<file path="config.mk">
export PLATFORM = sky130hd
export DESIGN_NAME = uart_frame_ctrl
export DESIGN_NICKNAME = d
export VERILOG_FILES = /design/src/rtl/uart_frame_ctrl_pkg.sv /design/src/rtl/uart_frame_ctrl_sync_rise_det.sv /design/src/rtl/uart_frame_ctrl.sv
export SDC_FILE = /design/constraint.sdc
export NUM_CORES = 1
export LEC_CHECK = 0
export CAP_MARGIN = 0
export CORE_MARGIN = 1
export CORE_UTILIZATION = 58
export DETAILED_ROUTE_END_ITERATION = 6
export PLACE_DENSITY = 0.8
export SLEW_MARGIN = 20
export SYNTH_ARGS = -nofsm -noshare
export SYNTH_HDL_FRONTEND = slang
export SYNTH_SLANG_ARGS = --single-unit
</file>
<file path="constraint.sdc">
create_clock -name clk -period 4.7 [get_ports clk]
set_clock_uncertainty 0.2 [all_clocks]
set_input_delay 0.705 -clock clk [delete_from_list [all_inputs] [get_ports clk]]
set_output_delay 0.705 -clock clk [all_outputs]
set_load 0.005 [all_outputs]
</file>
<file path="src/rtl/uart_frame_ctrl_pkg.sv">
// Shared definitions for the UART receive frame controller: default start-of-frame
// byte, error classification codes, FSM states and a saturating counter helper.
`timescale 1ns/1ps

package uart_frame_ctrl_pkg;

    localparam logic [7:0] SOF_DEFAULT = 8'hA5;

    typedef enum logic [1:0] {
        ERR_NONE    = 2'd0,
        ERR_PARITY  = 2'd1,
        ERR_CSUM    = 2'd2,
        ERR_TIMEOUT = 2'd3
    } err_code_e;

    typedef enum logic [1:0] {
        ST_HUNT    = 2'd0,
        ST_PAYLOAD = 2'd1,
        ST_CHECK   = 2'd2
    } state_e;

    function automatic logic [7:0] sat_inc8(input logic [7:0] v);
        return (v == 8'hFF) ? v : v + 8'd1;
    endfunction

endpackage

</file>
<file path="src/rtl/uart_frame_ctrl_sync_rise_det.sv">
// Two-flop synchroniser followed by a rising-edge detector. Flops reset to
// RESET_VAL so that a level already high at reset release does not fire.
`timescale 1ns/1ps

module sync_rise_det #(
    parameter logic RESET_VAL = 1'b1
) (
    input  logic clk,
    input  logic reset,
    input  logic i_async,
    output logic o_rise
);

    logic r_s1;
    logic r_s2;
    logic r_s3;

    // NOTE: non-blocking assignments make each flop take its predecessor's old value.
    always_ff @(posedge clk) begin
        if (reset) begin
            r_s1 <= RESET_VAL;
            r_s2 <= RESET_VAL;
            r_s3 <= RESET_VAL;
        end else begin
            r_s1 <= i_async;
            r_s2 <= r_s1;
            r_s3 <= r_s2;
        end
    end

    assign o_rise = r_s2 & ~r_s3;

endmodule

</file>
<file path="src/rtl/uart_frame_ctrl.sv">
// Receive-side frame controller behind a uart_rx: hunts for SOF, assembles a
// fixed-length payload, verifies the trailing XOR checksum and enforces a timeout.
`timescale 1ns/1ps

module uart_frame_ctrl
    import uart_frame_ctrl_pkg::*;
#(
    parameter int         NUM_BYTES      = 2,
    parameter logic [7:0] SOF            = SOF_DEFAULT,
    parameter int         TIMEOUT_CYCLES = 1024
) (
    input  logic                   clk,
    input  logic                   reset,
    input  logic                   rx_done,
    input  logic [7:0]             data_received,
    input  logic                   parity_error,
    output logic [8*NUM_BYTES-1:0] frame_data,
    output logic                   frame_valid,
    output logic                   frame_error,
    output logic [1:0]             err_code,
    output logic [7:0]             err_count,
    output logic                   busy
);

    localparam int IDX_W = (NUM_BYTES > 1) ? $clog2(NUM_BYTES) : 1;
    localparam int TMO_W = $clog2(TIMEOUT_CYCLES);
    localparam logic [IDX_W-1:0] LAST_IDX = IDX_W'(NUM_BYTES - 1);
    localparam logic [TMO_W-1:0] TMO_HIT  = TMO_W'(TIMEOUT_CYCLES - 2);

    logic                   w_byte_stb;
    logic                   r_byte_vld;
    logic [7:0]             r_byte;
    logic                   r_byte_perr;
    state_e                 r_state;
    state_e                 w_state_nxt;
    logic [IDX_W-1:0]       r_idx;
    logic [7:0]             r_xor;
    logic [8*NUM_BYTES-1:0] r_payload;
    logic [8*NUM_BYTES-1:0] r_frame_data;
    logic [TMO_W-1:0]       r_tmo;
    logic                   r_frame_valid;
    logic                   r_frame_error;
    err_code_e              r_err_code;
    logic [7:0]             r_err_count;
    logic                   w_tmo_hit;
    logic                   w_sof;
    logic                   w_store;
    logic                   w_frame_ok;
    logic                   w_err;
    err_code_e              w_err_code;

    sync_rise_det #(.RESET_VAL(1'b1)) u_sync (
        .clk     (clk),
        .reset   (reset),
        .i_async (rx_done),
        .o_rise  (w_byte_stb)
    );

    always_ff @(posedge clk) begin
        if (reset) begin
            r_byte_vld  <= 1'b0;
            r_byte      <= 8'h00;
            r_byte_perr <= 1'b0;
        end else begin
            r_byte_vld <= w_byte_stb;
            if (w_byte_stb) begin
                r_byte      <= data_received;
                r_byte_perr <= parity_error;
            end
        end
    end

    // Counting also on the SOF decision keeps every gap, including the first, at exactly TIMEOUT_CYCLES.
    always_ff @(posedge clk) begin
        if (reset || w_byte_stb) begin
            r_tmo <= '0;
        end else if (r_state != ST_HUNT || w_sof) begin
            r_tmo <= r_tmo + 1'b1;
        end else begin
            r_tmo <= '0;
        end
    end

    assign w_tmo_hit = (r_state != ST_HUNT) && !w_byte_stb && (r_tmo == TMO_HIT);

    always_ff @(posedge clk) begin
        if (reset) begin
            r_state <= ST_HUNT;
        end else begin
            r_state <= w_state_nxt;
        end
    end

    // NOTE: every output of this block gets a default first, so no path can infer a latch.
    always_comb begin
        w_state_nxt = r_state;
        w_sof       = 1'b0;
        w_store     = 1'b0;
        w_frame_ok  = 1'b0;
        w_err       = 1'b0;
        w_err_code  = ERR_NONE;
        if (r_byte_vld) begin
            if (r_byte_perr) begin
                w_err       = 1'b1;
                w_err_code  = ERR_PARITY;
                w_state_nxt = ST_HUNT;
            end else begin
                case (r_state)
                    ST_HUNT: begin
                        if (r_byte == SOF) begin
                            w_sof       = 1'b1;
                            w_state_nxt = ST_PAYLOAD;
                        end
                    end
                    ST_PAYLOAD: begin
                        w_store = 1'b1;
                        if (r_idx == LAST_IDX) begin
                            w_state_nxt = ST_CHECK;
                        end
                    end
                    ST_CHECK: begin
                        w_state_nxt = ST_HUNT;
                        if (r_byte == r_xor) begin
                            w_frame_ok = 1'b1;
                        end else begin
                            w_err      = 1'b1;
                            w_err_code = ERR_CSUM;
                        end
                    end
                    default: w_state_nxt = ST_HUNT;
                endcase
            end
        end else if (w_tmo_hit) begin
            w_err       = 1'b1;
            w_err_code  = ERR_TIMEOUT;
            w_state_nxt = ST_HUNT;
        end
    end

    always_ff @(posedge clk) begin
        if (reset) begin
            r_idx         <= '0;
            r_xor         <= 8'h00;
            r_frame_data  <= '0;
            r_frame_valid <= 1'b0;
            r_frame_error <= 1'b0;
            r_err_code    <= ERR_NONE;
            r_err_count   <= 8'h00;
        end else begin
            r_frame_valid <= w_frame_ok;
            r_frame_error <= w_err;
            if (w_sof) begin
                r_idx <= '0;
                r_xor <= 8'h00;
            end else if (w_store) begin
                r_idx <= r_idx + 1'b1;
                r_xor <= r_xor ^ r_byte;
            end
            if (w_frame_ok) begin
                r_frame_data <= r_payload;
            end
            if (w_err) begin
                r_err_code  <= w_err_code;
                r_err_count <= sat_inc8(r_err_count);
            end
        end
    end

    // NOTE: payload storage has no reset; every slot is rewritten before it can reach frame_data.
    always_ff @(posedge clk) begin
        if (w_store) begin
            r_payload[r_idx*8 +: 8] <= r_byte;
        end
    end

    assign frame_data  = r_frame_data;
    assign frame_valid = r_frame_valid;
    assign frame_error = r_frame_error;
    assign err_code    = r_err_code;
    assign err_count   = r_err_count;
    assign busy        = (r_state != ST_HUNT);

endmodule

</file>
==> flow_summary.toml <==
[grt]
grt.met3_usage_pct = 4.19
grt_max_degree = 31
use_met1_pct = 26.8
grt_first_pass_wirelength_um = 9710
grt_use_met2_pct = 34.3
grt_pass1_vias = 2166
track_usage_pct = 21.4
antenna_found_initial = 0
overflow = 0
busiest_layer = "met2"

[yosys]
synth.distinct_cells = 37
ys_seq_area_share_pct = 54.2
yosys_warnings = 0
synth.net_count = 331
yosys.area.top_type_share_pct = 39.1
synth-seq-cells = 78
yosysTopAreaCell = "dfxtp_1"
synth-edff-count = 16
syn_inst = 316
async_flop_share_pct = 0
post_synth.cell_area_avg_um2 = 10.0
synthFlopType = "dfxtp_1"
syn-cell-area_um2 = 3170
synthTopCellsByArea = "dfxtp_1, edfxtp_1, mux2i_1, nor2_1, nand2_1"

[critical_path]
critical_path.startpoint_type = "flop"
cp.arrival_ps = 1490
crit_path_max_fanout = 5
required_ps = 3800
crit_type = "reg -> out"
setup.worst_path.end_class = "primary output"

[timing]
hold_viol = 0
tightest_slew_ps = 1050
rsz0062_at_grt = "false"
finalSetupTns_ps = 0
drv_slew = 0
fmax_mhz = 418
hold_ws_ps = 212
fin_ws_ps = 2310
min_period_over_period_pct = 50.9
slew_headroom_pct = 29.9
fin_crit_ps = 2390
setup_viol = 0

[die]
initial_core_util_pct = 61.0
io_pins = 41
dieWidth_um = 76.0
core_area_um2 = 5200
die_h_um = 76.0
die_area_um2 = 5770
rows = 26

[placement]
dp_hpwl_um = 3740
dp_cells = 414
port_buffers = 40
gp_congestion = 0.793
place_ws_ps = 2030
post_dp_cell_area_um2 = 3620

[layout]
syn2layout_area_growth_pct = 22.0
multi_input_area_um2 = 1370
num-fill-cells = 385
fin_cells = 430
nNetsFinal = 370
ff_latch_area_um2 = 1720
mostFrequentLayoutCells = "dfxtp_1, nor2_1, clkdlybuf4s50_1"
final_common_cell = "dfxtp_1"
drive_above_1_share_pct = 8.61
antenna_cells = 0
fin_area_um2 = 3870
fin_util_pct = 74.4

[cts]
root_buffer = "clkbuf_8"
clk_pin_slew_worst_paths_ps = 70
ctsResizeCount = 0
cts_tree = "yes"
cts_buffers = 9
clock_latency_ps = 330
cts_setup_buffers = 0
post_cts_hold_buffer_count = 0
clkSinkCount = 78
clk_path_buf_depth = 2
ctsHtreeMaxLevel = 3

[power_and_ir_drop]
power.total_mw = 1.32
p_leak_nw = 1.32
irDropWorstVdd_v = 0.000200
powerDensity_nw_per_um2 = 341

[drt]
drt_wl_total_um = 5690
routed_via_density = 5.34
drt_first_pass_iters = 4
wl_per_cell_um = 13.2
drc = 0
drt_iter0_markers = 170
ant_nets = 0
vias = 2297

[min_path]
hold_class = "reg -> reg"

[status]
status = "completed"

[run]
drv_cap = 0
## worst paths after layout
kind	start	slack, ps	cells after the start	to
worst min-delay path	u_sync.r_s1	210	1	u_sync.r_s2
worst max-delay path	r_state[1]	2310	3	busy
worst min register to register	u_sync.r_s1	210	1	u_sync.r_s2
worst max register to register	r_byte[0]	2450	5	err_count[0]
## critical path, cell delays in order, from the launching register on
cell	delay (ps)
dfxtp_1	350
nor2_1	280
inv_1	70
clkdlybuf4s50_1	450
## per-layer routing
layer | vias up | part of all wire [%]
li1 | 1152 | -
met1 | 1046 | 45
met2 | 83 | 47
met3 | 16 | 5.0
met4 | 0 | 3.0
met5 | - | 0
## Yosys cell counts (4+ instances only)
library cell / count
xor2_1: 13
nand3_1: 4
mux2i_1: 17
edfxtp_1: 16
or2_2: 4
nor2_1: 44
nand2b_1: 5
and2_1: 9
or4_1: 6
nor2b_1: 14
nand4_1: 7
dfxtp_1: 62
o31ai_1: 6
clkbuf_1: 11
a21oi_1: 21
xnor2_1: 12
nand2_1: 33
## where the power goes
group,internal (mW),switching [mW],leakage [nW]
Clock,0.375,0.225,0.128
Combinational,0.0162,0.0161,0.525
Sequential,0.683,0.00368,0.667
Total,1.07,0.244,1.32
## logic make-up after synthesis
| group | Yosys count | synth area share, % |
|---|---|---|
| simple gates | 139 | 22.8 |
| flops | 78 | 54.2 |
| compound gates | 34 | 6.23 |
| xor+xnor | 25 | 6.90 |
| buf+inv | 19 | 2.92 |
| mux | 18 | 5.72 |
| fa+ha+maj | 3 | 1.18 |
## flip-flops by register name (all words and copies together) (netlist names), 2 cells and up
name        flops
r_byte          8
r_payload      16
err_code        2
r_xor           8
r_tmo          10
err_count       8
r_state         2
frame_data     16
## cell type report
type                            instances  area share [%]
Clock buffer                           14            5.01
Sequential cell                        78            44.4
Tap cell                               70            2.26
Multi-Input combinational cell        219            35.3
Clock inverter                          2            1.55
Inverter                                3           0.291
Timing Repair Buffer                   44            11.1
No activity file was read; power rests on OpenSTA's default activity.
